[config.mk]
export PLATFORM = sky130hd
export DESIGN_NAME = instruction_fetch_queue
export DESIGN_NICKNAME = d
export VERILOG_FILES = /design/src/rtl/mips_pkg.sv /design/src/rtl/fetch_fifo.sv /design/src/rtl/instruction_fetch_queue.sv
export SDC_FILE = /design/constraint.sdc
export NUM_CORES = 1
export LEC_CHECK = 0
export CAP_MARGIN = 0
export CORE_MARGIN = 2
export CORE_UTILIZATION = 33
export DETAILED_ROUTE_END_ITERATION = 8
export HOLD_SLACK_MARGIN = 0.1
export PLACE_DENSITY = 0.52
export SLEW_MARGIN = 5
export SYNTH_ARGS = -nofsm -noshare
export SYNTH_HDL_FRONTEND = slang
export SYNTH_SLANG_ARGS = --single-unit
[constraint.sdc]
create_clock -name clk -period 3.8 [get_ports clk]
set_clock_uncertainty 0.15 [all_clocks]
set_input_delay 0.57 -clock clk [delete_from_list [all_inputs] [get_ports clk]]
set_output_delay 0.57 -clock clk [all_outputs]
set_load 0.02 [all_outputs]
[src/rtl/mips_pkg.sv]
// Shared fetch-path types and constants for the MIPS front end.
package mips_pkg;

   localparam int unsigned WORD_W = 32;
   localparam logic [WORD_W-1:0] PC_STEP = 32'd4;
   localparam logic [WORD_W-1:0] DEFAULT_RESET_PC = 32'h0000_0000;

   typedef struct packed {
      logic [WORD_W-1:0] pc4;
      logic [WORD_W-1:0] instr;
   } fetch_entry_t;

endpackage

[src/rtl/fetch_fifo.sv]
// Synchronous FIFO of fetch entries with flush; head data masked to zero while empty.
module fetch_fifo
   import mips_pkg::*;
#(
   parameter int unsigned DEPTH = 4
) (
   input  logic                     clk,
   input  logic                     rst,
   input  logic                     push,
   input  logic                     pop,
   input  logic                     flush,
   input  fetch_entry_t             push_data,
   output fetch_entry_t             head,
   output logic [$clog2(DEPTH):0]   count
);

   localparam int unsigned PTR_W = $clog2(DEPTH);
   localparam int unsigned CNT_W = PTR_W + 1;

   fetch_entry_t           mem_q [DEPTH];
   logic [PTR_W-1:0]       wr_ptr_q, wr_ptr_d;
   logic [PTR_W-1:0]       rd_ptr_q, rd_ptr_d;
   logic [CNT_W-1:0]       count_q, count_d;
   logic                   do_pop_c;
   logic                   do_push_c;

   // Occupancy comes from the counter so a full queue is never mistaken for empty.
   assign do_pop_c  = pop && (count_q != '0);
   assign do_push_c = push && !flush && ((count_q < CNT_W'(DEPTH)) || do_pop_c);

   always_comb begin
      wr_ptr_d = wr_ptr_q;
      rd_ptr_d = rd_ptr_q;
      count_d  = count_q;
      if (flush) begin
         wr_ptr_d = '0;
         rd_ptr_d = '0;
         count_d  = '0;
      end else begin
         if (do_push_c) wr_ptr_d = wr_ptr_q + PTR_W'(1);
         if (do_pop_c)  rd_ptr_d = rd_ptr_q + PTR_W'(1);
         case ({do_push_c, do_pop_c})
            2'b10:   count_d = count_q + CNT_W'(1);
            2'b01:   count_d = count_q - CNT_W'(1);
            default: count_d = count_q;
         endcase
      end
   end

   always_ff @(posedge clk or posedge rst) begin
      if (rst) begin
         wr_ptr_q <= '0;
         rd_ptr_q <= '0;
         count_q  <= '0;
      end else begin
         wr_ptr_q <= wr_ptr_d;
         rd_ptr_q <= rd_ptr_d;
         count_q  <= count_d;
      end
   end

   // Storage is deliberately left unreset; the head mask hides stale contents.
   always_ff @(posedge clk) begin
      if (do_push_c) mem_q[wr_ptr_q] <= push_data;
   end

   assign head  = (count_q != '0) ? mem_q[rd_ptr_q] : '0;
   assign count = count_q;

endmodule

[src/rtl/instruction_fetch_queue.sv]
// Fetch PC register and push/redirect control in front of a small instruction queue.
module instruction_fetch_queue
   import mips_pkg::*;
#(
   parameter int unsigned       DEPTH    = 4,
   parameter logic [WORD_W-1:0] RESET_PC = DEFAULT_RESET_PC
) (
   input  logic                    clk,
   input  logic                    reset,
   output logic [WORD_W-1:0]       imem_addr,
   input  logic [WORD_W-1:0]       imem_instr,
   input  logic                    redirect,
   input  logic [WORD_W-1:0]       redirect_pc,
   output logic                    out_valid,
   input  logic                    out_ready,
   output logic [WORD_W-1:0]       out_instr,
   output logic [WORD_W-1:0]       out_pc4,
   output logic [$clog2(DEPTH):0]  count
);

   localparam int unsigned CNT_W = $clog2(DEPTH) + 1;

   logic [WORD_W-1:0] pc_q, pc_d;
   logic [CNT_W-1:0]  count_c;
   logic              pop_c;
   logic              push_c;
   fetch_entry_t      push_data_c;
   fetch_entry_t      head_c;

   // A pop frees a slot in the same cycle, so a full queue can still accept a fetch.
   assign pop_c  = (count_c != '0) && out_ready;
   assign push_c = !redirect && ((count_c < CNT_W'(DEPTH)) || pop_c);

   assign push_data_c.pc4   = pc_q + PC_STEP;
   assign push_data_c.instr = imem_instr;

   always_comb begin
      pc_d = pc_q;
      if (redirect)    pc_d = {redirect_pc[WORD_W-1:2], 2'b00};
      else if (push_c) pc_d = pc_q + PC_STEP;
   end

   always_ff @(posedge clk or posedge reset) begin
      if (reset) pc_q <= RESET_PC;
      else       pc_q <= pc_d;
   end

   fetch_fifo #(
      .DEPTH (DEPTH)
   ) u_fetch_fifo (
      .clk       (clk),
      .rst       (reset),
      .push      (push_c),
      .pop       (pop_c),
      .flush     (redirect),
      .push_data (push_data_c),
      .head      (head_c),
      .count     (count_c)
   );

   assign imem_addr = pc_q;
   assign count     = count_c;
   assign out_valid = (count_c != '0);
   assign out_instr = head_c.instr;
   assign out_pc4   = head_c.pc4;

endmodule

After elaboration in Yosys (flattened, before gate mapping)
Memories as Yosys holds them, arrays and structs flattened.
Index checks and enable logic that the tools add are counted.
{ "totals": {"reg_bits": 39, "latchBits": 0, "ram_bits": 256, "romBits": 0, "in_bits": 68, "output_inout_bits": 100, "elab_cells": 37, "n_memories": 1} }
{ "mem_list": {"columns": ["name", "depth", "word_bits", "read_ports", "rd_ports_with_merged_regs", "write_ports", "line_no", "source"], "rows": [
  ["u_fetch_fifo.mem_q", 4, 64, 1, 0, 1, "fetch_fifo.sv:20", "fetch_entry_t mem_q [DEPTH];"]
]} }
{ "classes": {"addsub": 5, "mul": 0, "div": 0, "order_cmp": 1, "eq_ne": 2, "shift": 0, "n_mux": 11, "bitwise_logic": 0, "n_reduce_logical": 13} }
{ "ops": {"columns": ["op", "count"], "rows": [
  ["$mux 32", 2],
  ["$mux 64", 1],
  ["$add 32x3->32 const B", 1],
  ["$mux 2", 4],
  ["$pmux 3 s2", 1],
  ["$reduce_bool 2->1", 3],
  ["$reduce_bool 3->1", 2],
  ["$logic_and 1x1->1", 5],
  ["$add 2x1->2 const B", 2],
  ["$add 3x1->3 const B", 1],
  ["$lt 3x3->1 const B", 1],
  ["$mux 3", 1],
  ["$sub 3x1->3 const B", 1],
  ["$eq 2x1->1 const B", 1],
  ["$eq 2x2->1 const B", 1],
  ["$logic_or 1x1->1", 2],
  ["$mux 1", 2],
  ["$logic_not 1->1", 1]
]} }

Depth between registers and ports, before layout
{ "depth": {"word_depth": 9, "mapped_depth": 8, "depth_no_buf": 6} }

Cells and area by module
A second synthesis with hierarchy kept.
{ "unflattened": {"hier_cells": 758, "hier_area_um2": 12568.3} }
{ "modules_own_cells": {"columns": ["module", "n_inst", "cells_per_inst", "area_per_inst_um2", "seq_area_each_um2"], "rows": [
  ["fetch_fifo", 1, 463, 10171.0, 7862.5],
  ["instruction_fetch_queue", 1, 295, 2397.3, 750.7]
]} }

Worst setup path before layout
No wires, ideal clock.
{ "synth_path": {"path_type": "input to register", "startpoint": "input port redirect", "endpoint": "memory u_fetch_fifo.mem_q[0][0] (netlist bit) (enable)", "arrival_time_ps": 2658, "t_required_ps": 3223, "slack_ps": 565, "cell_stages": 4, "cell_sequence": "clkbuf_1 -> inv_1 -> clkbuf_1 -> and3_1"} }
{ "synth_between": {"elab_chain_cells": 6} }
{ "synth_rtl": {"columns": ["element", "line_no", "source"], "rows": [
  ["from (decl)", "instruction_fetch_queue.sv:12", "input logic redirect,"],
  ["$logic_not 1->1 (*)", "fetch_fifo.sv:29, instruction_fetch_queue.sv:32", null],
  ["$logic_and 1x1->1", "instruction_fetch_queue.sv:32", "assign push_c = !redirect && ((count_c < CNT_W'(DEPTH)) || pop_c);"],
  ["$logic_and 1x1->1 (*) (2 in series)", "fetch_fifo.sv:29", "assign do_push_c = push && !flush && ((count_q < CNT_W'(DEPTH)) || do_pop_c);"],
  ["$mux 1 (*)", "fetch_fifo.sv:64", "if (do_push_c) mem_q[wr_ptr_q] <= push_data;"],
  ["$mux 1 (implied by the code) (*)", "fetch_fifo.sv:64", null],
  ["to (decl)", "fetch_fifo.sv:20", null]
]} }
Every way passes the cells marked *; elsewhere a longest branch is shown, timed or not.

Worst setup path in the final report
{ "layout_path": {"startpoint": "register u_fetch_fifo.rd_ptr_q[0]", "endpoint": "output port out_pc4[30]"} }
{ "layout_between": {"elab_chain_cells": 2} }
{ "layout_rtl": {"columns": ["element", "line_no", "source"], "rows": [
  ["from (decl)", "fetch_fifo.sv:22", "logic [PTR_W-1:0] rd_ptr_q, rd_ptr_d;"],
  ["from (signal assigned)", "fetch_fifo.sv:57", "rd_ptr_q <= rd_ptr_d;"],
  ["$mem_v2 4x64", null, null],
  ["$mux 64", "fetch_fifo.sv:67", "assign head = (count_q != '0) ? mem_q[rd_ptr_q] : '0;"],
  ["to (decl)", "instruction_fetch_queue.sv:17", "output logic [WORD_W-1:0] out_pc4,"]
]} }
Every way passes these cells.

==> impl_metrics.env <==
export IMPL_outcome="completed"
export IMPL_syn_area_um2=12250
export IMPL_htree_levels=2
export IMPL_tightest_slew_ns=0.5597
export IMPL_viasPerCell=5.025
export IMPL_clock_fmax_mhz=286.9
export IMPL_clk_pin_slew_ns=0.06
export IMPL_dp_hpwl_mm=18.22
export IMPL_diodes=0
export IMPL_drv_slew=0
export IMPL_die_height_um=196.6
export IMPL_die_area_um2=38670
export IMPL_post_route_period_util_pct=91.74
export IMPL_cts_tree="done"
export IMPL_netlist_instances=749
export IMPL_critPathKind="flip-flop to output pin"
export IMPL_vias=7075
export IMPL_critical_path_required_ns=3.08
export IMPL_ys_ff_latch=285
export IMPL_gr_total_overflow=0
export IMPL_synth_top_area_cell="edfxtp_1"
export IMPL_gp_congestion=0.8372
export IMPL_antenna_left=0
export IMPL_layout_setup_ws_ns=0.3139
export IMPL_synthTopCellsByArea="edfxtp_1 61%, mux4_2 11%, dfrtp_1 7.6%, and2_1 3.2%, xnor2_1 1.6%"
export IMPL_cts_sinks=285
export IMPL_die_w_um=196.6
export IMPL_synth_distinct_cells=49
export IMPL_slowest_stage="dfrtp_4"
export IMPL_hold_ws_ns=0.3266
export IMPL_wl_per_cell_um=19.98
export IMPL_fill_cells=3341
export IMPL_grt_pass1_vias=7158
export IMPL_hold_violations=0
export IMPL_max_cap_violations=0
export IMPL_finalPower_mw=10.21
export IMPL_endpoint_kind="output pin"
export IMPL_fp_coreArea_um2=36610
export IMPL_irDropWorstVdd_uv=284.7
export IMPL_start_util_pct=33.45
export IMPL_cts_root_buf="clkbuf_16"
export IMPL_path_max_fanout=28
export IMPL_crit_path_cell_trace="buf_12 -> mux4_2 -> and2_1 -> clkdlybuf4s50_1"
export IMPL_insertion_delay_ns=0.52
export IMPL_rsz0062_at_grt="no"
export IMPL_clock_path_buffers=3
export IMPL_ys_warn_count=0
export IMPL_synth_top_area_share_pct=60.82
export IMPL_ys_seq_area_share_pct=68.38
export IMPL_synth_async_reset_ratio_pct=12.98
export IMPL_cts_buffers=34
export IMPL_areaGrowthSynthToFinish_pct=27.19
export IMPL_grt_max_degree=46
export IMPL_grt_pass1_wl_mm=42.89
export IMPL_min_path_type="primary input to asynchronous set/reset pin"
export IMPL_finalSetupTns_ns=0
export IMPL_pre_cts_ws_ns=0.7668
export IMPL_post_cts_resized=0
export IMPL_syn_mean_instance_area_um2=16.35
export IMPL_final_cell_area_um2=15570
export IMPL_cp_arrival_ns=2.77
export IMPL_crit_path_start_kind="flip-flop"
export IMPL_dr_pass1_iters=5
export IMPL_synth_edff_count=248
export IMPL_drc=0
export IMPL_drt_iter0_markers=394
export IMPL_track_usage_pct=14.67
export IMPL_power_density_nw_per_um2=655.3
export IMPL_postCtsSetupBuffers=0
export IMPL_nets=988
export IMPL_p_leak_nw=5.076
export IMPL_ios=168
export IMPL_finalWirelength_mm=28.13
export IMPL_setup_viol_count_final=0
export IMPL_slew_headroom_pct=62.40
export IMPL_critPathBufInv=2
export IMPL_crit_family="buffers and inverters"
export IMPL_rows=70
export IMPL_placed_cell_area_um2=14470
export IMPL_hold_buffers=0
export IMPL_yosys_top_cells_count="248 x edfxtp_1, 62 x and2_1, 62 x mux4_2, 38 x nand2_1, 37 x dfrtp_1"
export IMPL_io_buffers=161
export IMPL_drive_above_1_share_pct=16.49
export IMPL_min_period_ns=3.486
export IMPL_yosysMostFrequentCell="edfxtp_1"
export IMPL_antenna_found_initial=0
export IMPL_synthFlopType="edfxtp_1"
export IMPL_critPathMaxStageDelay_ns=0.64
==> routing by layer <==
metal,part of all wire [%],vias to the layer above,global-route usage (%)
met2,46,225,23.04
met1,46,3588,20.74
li1,-,3228,-
met5,0,-,0
met4,1.7,0,3.732
met3,6.4,34,3.320
==> tightest hold or removal path, cell delays in order <==
cell	delay, ns
clkdlybuf4s50_1	0.39
inv_1	0.05
buf_4	0.43
==> worst paths after layout <==
check	cells past startpoint	end	slack (ns)	from
worst max-delay path	4	out_pc4[30]	0.31	u_fetch_fifo.rd_ptr_q[0]$_DFFE_PP0P_
worst min-delay path	3	imem_addr[14]$_DFFE_PP0N_	0.33	reset
worst max register to register	6	u_fetch_fifo.mem_q[0][58]$_DFFE_PP_	0.89	imem_addr[2]$_DFFE_PP0N_
worst min register to register	2	u_fetch_fifo.wr_ptr_q[1]$_DFFE_PP0P_	0.43	u_fetch_fifo.wr_ptr_q[1]$_DFFE_PP0P_
max in group asynchronous	3	u_fetch_fifo.rd_ptr_q[0]$_DFFE_PP0P_	2.73	reset
min in group clk	2	u_fetch_fifo.wr_ptr_q[1]$_DFFE_PP0P_	0.43	u_fetch_fifo.wr_ptr_q[1]$_DFFE_PP0P_
==> flip-flops by register name, summed over array words and instances (netlist names) <==
register               flops
imem_addr                 30
u_fetch_fifo.wr_ptr_q      2
u_fetch_fifo.count         3
u_fetch_fifo.mem_q       248
u_fetch_fifo.rd_ptr_q      2
==> metrics by stage <==
step | std cells | util [%]
after detailed placement | 1346 | 39.53
after floorplan | 752 | -
after CTS | 1408 | 42.54
after global routing | 1408 | 42.54
final | 1408 | 42.54
after global placement | 1346 | 39.53
==> power breakdown <==
group / internal [mW] / total (mW) / switching (mW)
combinational: 1.51 / 3.08 / 1.57
clock: 1.87 / 3.13 / 1.25
sequential: 3.80 / 4.00 / 0.199
total: 7.18 / 10.2 / 3.02
==> cell usage in the layout (no fill, tap or decap), types with 5 or more instances in the layout <==
| cell | netlist | layout |
|---|---|---|
| clkdlybuf4s50_1 | 0 | 161 |
| buf_12 | 0 | 11 |
| ha_1 | 5 | 5 |
| buf_4 | 12 | 13 |
| edfxtp_1 | 248 | 248 |
| o31ai_1 | 9 | 9 |
| clkbuf_1 | 30 | 5 |
| clkinv_1 | 0 | 5 |
| mux4_2 | 62 | 62 |
| or3_1 | 7 | 6 |
| or4_1 | 8 | 8 |
| dfrtp_1 | 37 | 35 |
| xnor2_1 | 23 | 23 |
| nor2_1 | 34 | 34 |
| nor3_1 | 10 | 10 |
| o41ai_1 | 5 | 5 |
| a31oi_1 | 13 | 13 |
| clkbuf_16 | 0 | 35 |
| inv_1 | 7 | 7 |
| nand3_1 | 20 | 20 |
| nand2_1 | 38 | 38 |
| clkinv_2 | 0 | 6 |
| and2_1 | 62 | 62 |
| xor2_1 | 18 | 18 |
| o21ai_0 | 17 | 17 |
| nand4_1 | 14 | 14 |
| nor4_1 | 9 | 9 |
==> logic make-up (layout without fill, tap and decap cells) <==
kind of cell               after synthesis  after routing  synth area share (%)
and+or+nand+nor                        233            233                 10.72
buffers and inverters                   66            254                 2.871
xor gates and xnor gates                42             42                 3.065
AOI/OAI and AO/OA                       53             53                 2.779
adders and majority gates                6              6                0.6744
DFF                                    285            285                 68.38
other                                    1              4               0.03062
muxes                                   63             63                 11.48
==> cell type report <==
| type | count | area (µm²) | area share (%) |
|---|---|---|---|
| Tap cell | 468 | 585.6 | 3.760 |
| Timing Repair Buffer | 185 | 1929 | 12.39 |
| Clock inverter | 20 | 180.2 | 1.157 |
| Sequential cell | 285 | 8378 | 53.79 |
| Inverter | 7 | 26.28 | 0.1687 |
| Clock buffer | 42 | 922.1 | 5.921 |
| Multi-Input combinational cell | 401 | 3553 | 22.81 |
Note: power is estimated with default switching activity, not from simulation.
